$ cat config.mk
export PLATFORM = sky130hd
export DESIGN_NAME = fetch_unit
export DESIGN_NICKNAME = d
export VERILOG_FILES = /design/src/rtl/fetch_unit.sv
export SDC_FILE = /design/constraint.sdc
export NUM_CORES = 1
export LEC_CHECK = 0
export CAP_MARGIN = 40
export CORE_ASPECT_RATIO = 1.5
export CORE_MARGIN = 10
export CORE_UTILIZATION = 38
export DETAILED_ROUTE_END_ITERATION = 16
export HOLD_SLACK_MARGIN = 0.15
export PLACE_DENSITY = 0.78
export REMOVE_ABC_BUFFERS = 1
export SYNTH_ARGS = -nofsm -noshare
export SYNTH_HDL_FRONTEND = slang
export SYNTH_SLANG_ARGS = --single-unit
$ cat constraint.sdc
create_clock -name clk -period 1.5 [get_ports clk]
set_input_delay 0.3 -clock clk [delete_from_list [all_inputs] [get_ports clk]]
set_output_delay 0.3 -clock clk [all_outputs]
set_load 0.1 [all_outputs]
$ cat src/rtl/fetch_unit.sv
// rtl/fetch_unit.sv - instruction fetch sequencer: PC -> AR, memory read with wait-state timeout, IR load, PC increment.
module fetch_unit #(
  parameter int reg_width  = 12,
  parameter int data_width = 16,
  parameter int max_wait   = 8
) (
  input  logic                  clk,
  input  logic                  reset,
  input  logic                  start,
  input  logic [reg_width-1:0]  pc_in,
  input  logic                  mem_ready,
  input  logic [data_width-1:0] mem_data_in,
  output logic [reg_width-1:0]  ar_out,
  output logic                  mem_rd,
  output logic [data_width-1:0] ir_out,
  output logic                  pc_increment,
  output logic                  busy,
  output logic                  done,
  output logic                  fault
);

  typedef enum logic [1:0] {IDLE, WAIT, INC} state_t;

  // Counter value at which an unanswered read is abandoned.
  localparam logic [7:0] last_cnt = 8'(max_wait - 1);

  state_t                state_q, state_d;
  logic [reg_width-1:0]  ar_q, ar_d;
  logic [data_width-1:0] ir_q, ir_d;
  logic [7:0]            cnt_q, cnt_d;
  logic                  mem_rd_q, mem_rd_d;
  logic                  pc_inc_q, pc_inc_d;
  logic                  busy_q, busy_d;
  logic                  done_q, done_d;
  logic                  fault_q, fault_d;

  always_comb begin
    state_d  = state_q;
    ar_d     = ar_q;
    ir_d     = ir_q;
    cnt_d    = cnt_q;
    fault_d  = fault_q;
    mem_rd_d = 1'b0;
    pc_inc_d = 1'b0;
    done_d   = 1'b0;
    case (state_q)
      IDLE: begin
        if (start) begin
          ar_d     = pc_in;
          mem_rd_d = 1'b1;
          cnt_d    = 8'd0;
          fault_d  = 1'b0;
          state_d  = WAIT;
        end
      end
      WAIT: begin
        if (mem_ready) begin
          ir_d     = mem_data_in;
          pc_inc_d = 1'b1;
          state_d  = INC;
        end else if (cnt_q == last_cnt) begin
          fault_d = 1'b1;
          state_d = IDLE;
        end else begin
          cnt_d    = cnt_q + 8'd1;
          mem_rd_d = 1'b1;
        end
      end
      INC: begin
        done_d  = 1'b1;
        state_d = IDLE;
      end
      default: state_d = IDLE;
    endcase
    // busy is registered, so it tracks the state being entered.
    busy_d = (state_d != IDLE);
  end

  always_ff @(posedge clk) begin
    if (reset) begin
      state_q  <= IDLE;
      ar_q     <= '0;
      ir_q     <= '0;
      cnt_q    <= 8'd0;
      mem_rd_q <= 1'b0;
      pc_inc_q <= 1'b0;
      busy_q   <= 1'b0;
      done_q   <= 1'b0;
      fault_q  <= 1'b0;
    end else begin
      state_q  <= state_d;
      ar_q     <= ar_d;
      ir_q     <= ir_d;
      cnt_q    <= cnt_d;
      mem_rd_q <= mem_rd_d;
      pc_inc_q <= pc_inc_d;
      busy_q   <= busy_d;
      done_q   <= done_d;
      fault_q  <= fault_d;
    end
  end

  assign ar_out       = ar_q;
  assign ir_out       = ir_q;
  assign mem_rd       = mem_rd_q;
  assign pc_increment = pc_inc_q;
  assign busy         = busy_q;
  assign done         = done_q;
  assign fault        = fault_q;

endmodule

==> flow_summary.json <==
{
  "outcome": "complete, no violations",
  "vias_per_cell": 4.81,
  "ant_nets": 0,
  "ys_ff_latch": 43,
  "synthAdderAreaFrac_pct": 0.775,
  "final_power_mw": 2.77,
  "seq_area_um2": 861,
  "synth-async-reset-ratio_pct": 0,
  "finalCoreUtilization_pct": 67.8,
  "detail_route.wl_per_cell_um": 14.1,
  "synth.yosys.seq_area_share_pct": 53.3,
  "cts_max_path_buffers": 2,
  "dieHeight_um": 99.8,
  "cp.required_ns": 1.71,
  "synth.lib_cells_used.distinct": 29,
  "dominant_combinational_cell_family_by_area_after_synthesis": "simple AND/OR/NAND/NOR gates",
  "max_freq_ghz": 0.693,
  "starting_density_pct": 38.7,
  "dominantRegCellSynth": "sky130_fd_sc_hd__dfxtp_1",
  "detailedRoute.firstIterationViolations": 59,
  "design.die.area_um2": 7310,
  "final_weighted_congestion_of_routability_driven_global_placement": 0.821,
  "synth.area.mux_share_pct": 0.620,
  "die_width_um": 73.2,
  "postPlaceCellArea_um2": 2720,
  "critPathLaunchType": "input pin",
  "tritoncts": "built",
  "holdWs_ns": 0.491,
  "yosys.area_share.xor_xnor_pct": 2.71,
  "global_route.usage.total_pct": 12.5,
  "finalSetupViolCount": 0,
  "largest_net_degree_at_the_start_of_global_routing": 22,
  "least_margin_pin_slew_ns": 0.441,
  "cts_repair_resize_count": 0,
  "yosys.area_share.simple_pct": 26.3,
  "floorplan.core_area_um2": 4170,
  "total_clock_buffers_created_by_cts": 5,
  "max_cap_viol_count": 0,
  "vias": 1507,
  "first_pass_iters": 4,
  "layout_min_cycle_time_ns": 1.44,
  "slew_viol_final": 0,
  "min_path_type": "flip-flop to flip-flop",
  "finalCritPeriodShare_pct": 96.2,
  "timing.slew.headroom_pct": 70.5,
  "timing.critical_path.to_type": "flip-flop",
  "first_global_vias": 1550,
  "rsz0062_at_grt": "false",
  "htree_levels": 2,
  "critPathKind": "input pin to flip-flop",
  "drcViolationCount": 0,
  "final_layout_size_suffix_gt1_share_pct": 22.1,
  "syn-mean-instance-area_um2": 8.36,
  "final_common_cell": "sky130_fd_sc_hd__nand2_1",
  "layout_common_cells": "sky130_fd_sc_hd__nand2_1, sky130_fd_sc_hd__dfxtp_1, sky130_fd_sc_hd__buf_12, sky130_fd_sc_hd__clkdlybuf4s50_1, sky130_fd_sc_hd__a21oi_1",
  "top_cell_type_s_share_of_synthesized_area_pct": 53.3,
  "place.detailed.instances": 305,
  "worst_skew_pair.late_latency_ns": 0.28,
  "non_filler_cells_final": 313,
  "fin_worst_skew_ns": 0.00312,
  "critPathMaxFanout": 5,
  "diodes": 0,
  "timing.critical_path.arrival_ns": 1.65,
  "multi_input_area_um2": 716,
  "detailed_placement_hpwl_um": 3540,
  "area.growth.synth_to_final_pct": 75.2,
  "syn_area_um2": 1610,
  "vdd_ir_drop_max_mv": 0.964,
  "io_pins": 65,
  "synth_compound_area_share_pct": 13.5,
  "postCtsSetupBuffers": 0,
  "fillerInstances": 327,
  "yosys_warnings": 0,
  "power.leakage_nw": 1.08,
  "final_design_area_no_fill_um2": 2830,
  "holdBufCountCts": 0,
  "wire_length_of_the_first_global_routing_pass_um": 7340,
  "num-nets-final": 299,
  "routed_wl_um": 4430,
  "clock_sink_count": 43,
  "cts_root_buf": "sky130_fd_sc_hd__clkbuf_8",
  "pwr_density_cell_nw_per_um2": 981,
  "synth_area_leaders": "sky130_fd_sc_hd__dfxtp_1, sky130_fd_sc_hd__nand2_1, sky130_fd_sc_hd__a21oi_1",
  "hold_viol": 0,
  "port_buffer_cells": 64,
  "number_of_enable_flip_flop_cells_after_synthesis": 0,
  "synth_top_cell_by_area": "sky130_fd_sc_hd__dfxtp_1",
  "worst_setup_hold_path_clk_slew_ns": 0.08,
  "num_rows": 29,
  "post_synth_inst_count": 193,
  "grt_antenna_before_repair": 0,
  "grt_remaining_overflow": 0
}
[cell usage after synthesis, types with 3 or more instances]
library cell / number
sky130_fd_sc_hd__nor2_1: 11
sky130_fd_sc_hd__o21ai_0: 3
sky130_fd_sc_hd__xor2_1: 3
sky130_fd_sc_hd__dfxtp_1: 43
sky130_fd_sc_hd__clkbuf_1: 8
sky130_fd_sc_hd__nand2_1: 62
sky130_fd_sc_hd__nor3_1: 3
sky130_fd_sc_hd__nor2b_1: 3
sky130_fd_sc_hd__a21oi_1: 29
[cell type report]
cell class / instances / share of cell area (%)
timing repair buffer: 77 / 38.7
tap: 46 / 2.04
sequential: 43 / 30.4
clock buffer: 8 / 3.54
multi-input combinational: 139 / 25.3
[state kept, by name, summed over array words and instances (netlist names)]
signal        flops
done              1
state_q           2
ir_out           16
pc_increment      1
mem_rd            1
ar_out           12
cnt_q             8
fault             1
busy              1
[final timing paths]
check                          startpoint                       to  slack, ns  cells past startpoint
hold reg to reg   ir_out[13]$_SDFFE_PP0P_  ir_out[13]$_SDFFE_PP0P_       0.49                      2
setup / recovery                mem_ready          busy$_SDFF_PP0_       0.06                      5
setup reg to reg    cnt_q[1]$_SDFFE_PP0P_          busy$_SDFF_PP0_       0.06                      5
hold / removal    ir_out[13]$_SDFFE_PP0P_  ir_out[13]$_SDFFE_PP0P_       0.49                      2
[kinds of logic after synthesis]
group / Yosys count
simple gates: 94
flops: 43
compound gates: 38
buf+inv: 11
xor+xnor: 5
mux: 1
fa+ha+maj: 1
[through the flow]
stage          TNS (ns)  worst slack (ns)
6_report              0            0.0572
3_3_place_gp      -2.97            -0.214
3_5_place_dp      -3.22            -0.261
2_1_floorplan         0             0.131
4_1_cts               0            0.0148
5_1_grt               0           0.00584
[report_power, final]
group	internal [mW]	switching [mW]
Combinational	0.300	0.447
Sequential	1.19	0.0461
Clock	0.420	0.371
[worst max-delay path: stages]
cell                              delay, ns
sky130_fd_sc_hd__clkdlybuf4s50_1       0.42
sky130_fd_sc_hd__or3b_1                0.42
sky130_fd_sc_hd__a21oi_4               0.20
sky130_fd_sc_hd__nor2_1                0.11
sky130_fd_sc_hd__a211oi_2              0.20
[metal layers]
layer | global-route usage (%) | wire length (um)
met1 | 12.4 | 1640
met2 | 22.4 | 2450
met3 | 4.64 | 290
met4 | 4.84 | 47
met5 | 0 | 0
Power figures use the tool's default switching activity.
